[config.mk]
export PLATFORM = sky130hd
export DESIGN_NAME = shifter8
export DESIGN_NICKNAME = d
export VERILOG_FILES = /design/src/rtl/shifter8.sv
export SDC_FILE = /design/constraint.sdc
export NUM_CORES = 1
export LEC_CHECK = 0
export CAP_MARGIN = 20
export CORE_ASPECT_RATIO = 1.25
export CORE_UTILIZATION = 40
export DETAILED_ROUTE_END_ITERATION = 16
export GPL_TIMING_DRIVEN = 0
export PLACE_DENSITY = 0.66
export SYNTH_ARGS = -nofsm -noshare
export SYNTH_HDL_FRONTEND = slang
export SYNTH_SLANG_ARGS = --single-unit
[constraint.sdc]
create_clock -name clk -period 1.6 [get_ports clk]
set_input_delay 0.16 -clock clk [delete_from_list [all_inputs] [get_ports clk]]
set_output_delay 0.16 -clock clk [all_outputs]
set_load 0.005 [all_outputs]
[src/rtl/shifter8.sv]
// shifter8: 8-bit registered shift unit.
// The single state register either holds its value, loads d_in, or shifts
// its own contents by 0-3 bits: logical left, logical right or arithmetic
// right. d_out is the register itself, so results appear one edge later.
module shifter8 (
  input  logic       clk,
  input  logic       reset,
  input  logic [2:0] op,
  input  logic [1:0] shamt,
  input  logic [7:0] d_in,
  output logic [7:0] d_out
);

  // Operation codes; 3'b101..3'b111 are reserved and fall through to hold.
  typedef enum logic [2:0] {
    OP_NOP  = 3'b000,
    OP_LOAD = 3'b001,
    OP_LSL  = 3'b010,
    OP_LSR  = 3'b011,
    OP_ASR  = 3'b100
  } op_e;

  logic [7:0] q_reg;
  logic [7:0] q_next;

  // Op decode, kept apart from the datapath mux so each select is one gate.
  logic is_load;
  logic is_lsl;
  logic is_lsr;
  logic is_asr;

  assign is_load = (op == OP_LOAD);
  assign is_lsl  = (op == OP_LSL);
  assign is_lsr  = (op == OP_LSR);
  assign is_asr  = (op == OP_ASR);

  // Every shift type is precomputed for each constant amount; shamt then
  // just picks one entry. Shifting by 0 yields q_reg, so shamt=0 holds.
  logic [7:0] lsl_by [4];
  logic [7:0] lsr_by [4];
  logic [7:0] asr_by [4];

  genvar gi;
  generate
    for (gi = 0; gi < 4; gi++) begin : g_shift
      assign lsl_by[gi] = q_reg << gi;
      assign lsr_by[gi] = q_reg >> gi;
      assign asr_by[gi] = 8'($signed(q_reg) >>> gi);
    end
  endgenerate

  // Next-state select: load, one of the shift results, or hold.
  always_comb begin
    q_next = q_reg;
    if (is_load) begin
      q_next = d_in;
    end else if (is_lsl) begin
      q_next = lsl_by[shamt];
    end else if (is_lsr) begin
      q_next = lsr_by[shamt];
    end else if (is_asr) begin
      q_next = asr_by[shamt];
    end
  end

  // State register; reset clears it immediately, independent of clk.
  always_ff @(posedge clk or posedge reset) begin
    if (reset) begin
      q_reg <= 8'h00;
    end else begin
      q_reg <= q_next;
    end
  end

  assign d_out = q_reg;

endmodule

==> results of run 1 <==
[power by group through the flow]
stage / registers [mW] / clock network, mW / logic, mW
global placement: 0.318 / 0 / 0.500
global route: 0.336 / 0.161 / 0.545
CTS: 0.315 / 0.155 / 0.502
detailed placement: 0.318 / 0 / 0.500
floorplan: 0.301 / 0 / 0.314
finish: 0.328 / 0.145 / 0.496
[kinds of logic (layout without fill, tap and decap cells)]
logic type,after synthesis,count (layout),share of synthesized area
multiplexers,8,8,0.102
flip-flops,8,8,0.198
AND/OR/NAND/NOR,31,31,0.156
buffers and inverters,22,45,0.126
AO/OA/AOI/OAI,60,60,0.418
[final cells by class]
cell class	instances	area, sq um
Multi-Input combinational cell	99	699
Inverter	9	33.8
Buffer	12	92.6
Timing Repair Buffer	21	213
Clock buffer	3	22.5
Fill cell	243	1100
Tap cell	33	41.3
Sequential cell	8	200
[routing by layer]
layer	up-vias	GRT usage	part of all wire
met5	-	0	0
met4	0	0.0816	0.017
met3	4	0.0280	0.061
met2	53	0.363	0.49
met1	529	0.321	0.43
li1	542	-	-
[critical path: stages]
cell and delay [ns]:
clkdlybuf4s50_1 0.49, buf_6 0.16, mux2_4 0.32, o211ai_2 0.08, o21ai_2 0.07, o32a_1 0.15, mux2_4 0.26
[cells in the mapped netlist (all sizes together)]
master / number
nor2b: 3
nor2: 8
mux2: 2
nor3: 1
a21oi: 13
a22oi: 3
nand3: 3
o22ai: 9
buf: 12
o32ai: 2
o32a: 1
clkbuf: 1
mux2i: 5
o21a: 1
nand4: 1
inv: 9
or2: 2
a2bb2oi: 1
a211o: 2
a222oi: 1
a221oi: 1
or3: 1
a21o: 2
nand2b: 2
and3: 1
o221ai: 5
dfrtp: 8
o21ai: 13
mux4: 1
a211oi: 1
nand2: 9
o211ai: 4
o2bb2ai: 1
[metrics by stage]
step | instance area, sq um | instances
final | 1300 | 185
after global routing | 1300 | 185
after CTS | 1280 | 186
after detailed placement | 1260 | 183
after global placement | 1260 | 183
after floorplan | 1010 | 129
[path summary, 6_finish.rpt]
kind	depth (start not counted)	from	endpoint	slack, ns
min in group clk	5	shamt[1]	d_out[5]	0.39
hold reg to reg	1	d_out[0]	d_out[0]	0.61
hold / removal	2	reset	d_out[2]	0.14
max in group asynchronous	2	reset	d_out[5]	1.23
setup reg to reg	5	d_out[4]	d_out[5]	0.09
setup / recovery	7	shamt[0]	d_out[0]	0.05
==> summary by stage, run 1 <==
Outcome
The flow ran to the end, and the final reports show no timing, DRC or antenna violations.

Cells and area
Compared with the post-synthesis result, the final layout area differs by 29.0%. In the final layout, the share of cells above drive strength 1 is 0.191. The repair_antennas step left the layout with diodes totalling 0. The number of flip-flops in the largest register is 8. The final core area utilization is 0.542. Leaving out fill and tap cells, the most frequent cells in the layout are clkdlybuf4s50_1 (20), a21oi_1 (12), nand2_1 (9), o22ai_1 (9). The final layout contains ~170 nets. The leading cell type in the layout, fill and taps excluded is clkdlybuf4s50_1.

Place
Detailed placement finished with a half-perimeter wire length of between 2 and 2.5 mm. OpenSTA, run right after detailed placement, puts the worst setup slack at -0.239 ns. The number of port buffers is 21.

Routability-driven placement finished with a final weighted congestion of 0.893.

Synth
The number of distinct standard cells referenced by the synthesized netlist is 40. The cell count after synthesis came out at approximately 130. Synthesis inferred 8 register bits. A synthesized cell averages a little under 8 sq um. The portion of synthesized cell area occupied by the leading cell type is 0.198. The largest area contributor in the synthesized netlist is dfrtp_1. When the netlist entered floorplanning its net count stood at between 100 and 150. The cell area that synthesis handed to floorplanning was around 0.0010 sq mm. During synthesis, Yosys emitted a total of 0 warnings. For this run, the register share of the synthesized area comes to 0.198. By area the synthesized netlist is led by dfrtp_1 (20%), a21oi_1 (6.4%), o22ai_1 (5.6%).

Route
Using the TritonRoute via totals, the vias-per-cell ratio works out to slightly above 6. The final routed wirelength across all metal layers is between 2 and 3 mm. Dividing the detail-routed wire length by the instance count gives 14.9 um. The count of antenna-violating nets left after detailed routing is 0.

In the routed design, unresolved DRC markers number 0. The first detailed-routing pass ran for 4 iterations. The final route contains 1128 vias. For this block, the initial DRC count from the detailed router was 73.

Timing
Based on the critical path, the design can be clocked at up to around 640 MHz. Setup repair after global routing left no endpoint under its margin. In this run the tightest slew margin relative to its limit is 0.790. In the finished design, the share of the clock period the worst path needs comes to 0.970. The final sum of negative setup slack is 0 ns. The number of endpoints failing setup at the final stage is 0.

The minimum setup slack in the final design is ~0.049 ns. For the final database, setup skew stands at 0.00556 ns. The worst path in the final design needs a cycle of 1.55 ns, including I/O delays and setup.

The number of hold violations in the final report came to 0. Hold timing on the final database bottoms out at a slack of 0.143 ns. The final number of max-transition violations is 0. The pin slew with the least headroom to its limit is roughly 0.32 ns.

Clock network
The number of setup buffers added after CTS is 0. Hold repair after CTS inserted 0 buffers. The TritonCTS clock tree is done. The clock latency on the worst-skew pair is roughly 0.25 ns. CTS built an H-tree with a depth of 1. The clock sink total is 8. The maximum root-to-sink buffer count is 2.

The number of buffers created by CTS is 3. The clock edge transition at the registers on the reported setup and hold paths is 0.05 ns. The number of gates resized after CTS is 0. Clock tree synthesis selected as its root buffer the cell clkbuf_4.

Setup path
The path type of the worst setup path is in2reg. The critical path capture point type is a flop. STA puts the critical path data required time at around 1.7 ns.

Data on the critical path arrives at its endpoint at ~1.7 ns. The maximum fanout along the worst path is 10. STA classifies the critical path startpoint as a primary input.

Floorplanning
The region available for standard cell placement spans around 0.0024 sq mm. The total number of placement rows is 20. The number of top-level pins is 23. The die footprint is 0.00273 sq mm.

The die outline width is 46.9 um. The starting density of the core is 0.420. The die is roughly 58 um tall.

GRT
The combined global-route utilization of all metal layers is 0.232. The initial antenna violation count came to 0. The first-pass GRT wire length is around 4.6 mm. Global routing finished with a remaining overflow of 0. The maximum number of pins on one net before global-route repair is 11. The via count of the first global-routing pass is slightly above 1000.

Power and ir drop
IR analysis of the VDD net gives a maximum drop of ~0.0005 V. The internal power component is just over 600 uW. For this design the ratio of total power to cell area is roughly 740 mW/mm^2.

The share of total power dissipated in combinational logic is 0.512. The total power draw is about 970 uW. The analysis attributes to net switching a power of about 370 uW. The net switching fraction of the power is 0.378. In this run the static leakage power is 0.534 nW. The clock network fraction of design power is 0.150. The portion of total power attributed to sequential cells is 0.339.

Min path
The path category of the worst min-delay check is in2async.

Flow run
The max-cap violation count is 0.
Note: power is estimated with default switching activity, not from simulation.
==> inputs of run 2 (changes only) <==
==> constraint.sdc (replaced) <==
create_clock -name clk -period 1.94 [get_ports clk]
set_input_delay 0.194 -clock clk [delete_from_list [all_inputs] [get_ports clk]]
set_output_delay 0.194 -clock clk [all_outputs]
set_load 0.005 [all_outputs]
==> summary by stage, run 2 (synthesis gave the netlist of run 1 again) <==
Floorplanning
The starting density of the core is 0.420 (unchanged). The die footprint is 0.00273 sq mm (unchanged). The number of top-level pins is 23 (unchanged).

The height of the die was 58.2 um (unchanged). The die outline width is 46.9 um (unchanged). The total number of placement rows is 20 (unchanged).

The area of the core was 0.00240 sq mm (unchanged).

Cells and area
The leading cell type in the layout, fill and taps excluded is clkdlybuf4s50_1 (unchanged). Most frequent cells in the layout: clkdlybuf4s50_1 (21), a21oi_1 (13), nand2_1 (9), o22ai_1 (9) (was clkdlybuf4s50_1 (20), a21oi_1 (12), nand2_1 (9), o22ai_1 (9)). The final core area utilization came to 0.534 (was 0.542). The proportion of layout cells with a drive suffix above 1 is 0.176 (was 0.191). The total of fill cells in the finished design is 243 (unchanged). The layout overhead on the synthesized area is 27.1% (was 29.0%). The number of flip-flops in the largest register is 8 (unchanged). The diode insertion count for antenna repair is 0 (unchanged). The number of nets in the layout came to 170 (was 169).

The final cell count without fillers is 186 (was 185).

Clock network
The number of buffers created by CTS is 3 (unchanged). The maximum root-to-sink buffer count is 2 (unchanged). The number of gates resized after CTS is 0 (unchanged). The clock sink total is 8 (unchanged). The post-cts hold buffer count came to 0 (unchanged). The TritonCTS clock tree was done (unchanged).

The depth of the CTS H-tree was 1 (unchanged). The root buffer selected by CTS is clkbuf_4 (unchanged). The clock edge transition at the registers on the reported setup and hold paths came to 0.05 ns (about the same). The post-CTS setup buffer count is 0 (unchanged).

The clock latency on the worst-skew pair is 0.24 ns (was 0.25 ns).

GRT
The combined global-route utilization of all metal layers is 0.232 (unchanged). The initial antenna violation count is 0 (unchanged). The via count of the first global-routing pass came to 1024 (unchanged).

The maximum number of pins on one net before global-route repair is 11 (unchanged). The first-pass GRT wire length is 4.64 mm (unchanged). The global-route congestion overflow total is 0 (unchanged).

Setup path
The endpoint required time on the critical path is 2.07 ns (was 1.73 ns). The critical path capture point type is a flop (unchanged). The kind of start point of the critical path is a primary input (unchanged).

The worst endpoint data arrival time is 1.75 ns (was 1.68 ns). The path type of the worst setup path is in2reg (unchanged). The maximum fanout along the worst path is 10 (unchanged).

Timing
In the finished design, the share of the clock period the worst path needs comes to 0.835. The time the worst path needs with I/O delays and setup is between 1.5 and 2 ns. The pin slew with the least headroom to its limit is 0.386 ns (was 0.315 ns). Setup repair after global routing missed its margin: no (unchanged). The clock skew is 0.00193 ns (was 0.00556 ns). The final sum of negative setup slack is 0 ns (unchanged). The worst max-slew margin expressed relative to the limit is 0.742 (was 0.790). Timing would allow up to roughly 620 MHz. The number of endpoints failing setup at the final stage is 0 (unchanged). The final number of max-transition violations is 0 (unchanged). The number of hold violations in the final report is 0 (unchanged).

Power and ir drop
The leakage power total came to 0.522 nW (was 0.534 nW). The power density normalized to cell area is 621 mW/mm^2 (was 744 mW/mm^2). The maximum vdd drop was 0.000411 V (was 0.000503 V).

Route
The number of optimization iterations in the first detailed-route pass is 4 (unchanged). The count of antenna-violating nets left after detailed routing came to 0 (unchanged). The count of routing violations after the opening detailed-route iteration is 78 (was 73). The number of design rule violations left after detail routing is 0 (unchanged). The total number of vias is 1124 (was 1128). The post-detailed-route wirelength per cell is 14.9 um (about the same). The final routed wirelength across all metal layers was 2.77 mm (was 2.76 mm).

The detailed-route vias per instance is 6.04 (was 6.10).

Min path
The path category of the worst min-delay check is in2async (unchanged).

Place
The placed wire-length estimate is 2.16 mm (unchanged). The number of port buffers is 21 (unchanged). The number of placed cells counting well taps is 183 (unchanged). The global placer's final weighted congestion is 0.893 (unchanged).

Outcome
Outcome: complete, no violations (unchanged).

Flow run
The max-cap violation count is 0 (unchanged).
==> run 2: path summary, 6_finish.rpt <==
path,slack (ns),end,depth (start not counted),from
worst max-delay path,0.32,d_out[0],5,op[0]
worst min register to register,0.61,d_out[0],1,d_out[0]
min in group clk,0.42,d_out[5],5,shamt[1]
max in group asynchronous,1.53,d_out[6],2,reset
worst min-delay path,0.18,d_out[2],2,reset
worst max register to register,0.39,d_out[5],5,d_out[5]
==> run 2: metrics by stage <==
stage                     power, mW  instance area, sq um  hold WS [ns]  setup WS, ns
after global routing          0.856                  1280         0.244         0.259
after global placement        0.675                  1260         0.449        0.0808
after floorplan               0.508                  1010       0.00966         0.585
final                         0.797                  1280         0.183         0.320
after CTS                     0.801                  1280         0.179         0.330
after detailed placement      0.675                  1260         0.452        0.0669
==> run 2: cell type report <==
class / instances / area, sq um / share of cell area
Clock buffer: 3 / 22.5 / 0.0175
Tap cell: 33 / 41.3 / 0.0322
Multi-Input combinational cell: 99 / 682 / 0.531
Timing Repair Buffer: 21 / 210 / 0.164
Inverter: 9 / 33.8 / 0.0263
Buffer: 13 / 93.8 / 0.0731
Sequential cell: 8 / 200 / 0.156
==> run 2: metal layers <==
metal | share of wire | global-route usage | vias up
met5 | 0 | 0 | -
met3 | 0.069 | 0.0280 | 4
met2 | 0.48 | 0.363 | 52
met4 | 0.010 | 0.0816 | 0
met1 | 0.44 | 0.321 | 524
li1 | - | - | 544
==> run 2: critical path: stages <==
cell             delay [ns]
clkdlybuf4s50_1        0.53
buf_4                  0.20
nor2_1                 0.09
o32ai_2                0.40
mux2_4                 0.34
==> run 2: power breakdown <==
part,switching [mW],total (mW),internal [mW]
clock,0.0483,0.119,0.0702
combinational,0.192,0.416,0.225
sequential,0.0603,0.262,0.202
==> inputs of run 3 (changes only) <==
==> constraint.sdc (replaced) <==
create_clock -name clk -period 1.6 [get_ports clk]
set_input_delay 0.16 -clock clk [delete_from_list [all_inputs] [get_ports clk]]
set_output_delay 0.16 -clock clk [all_outputs]
set_load 0.005 [all_outputs]
==> results of run 3 <==
Final layout, timing and power as in run 1 (identical DEF).
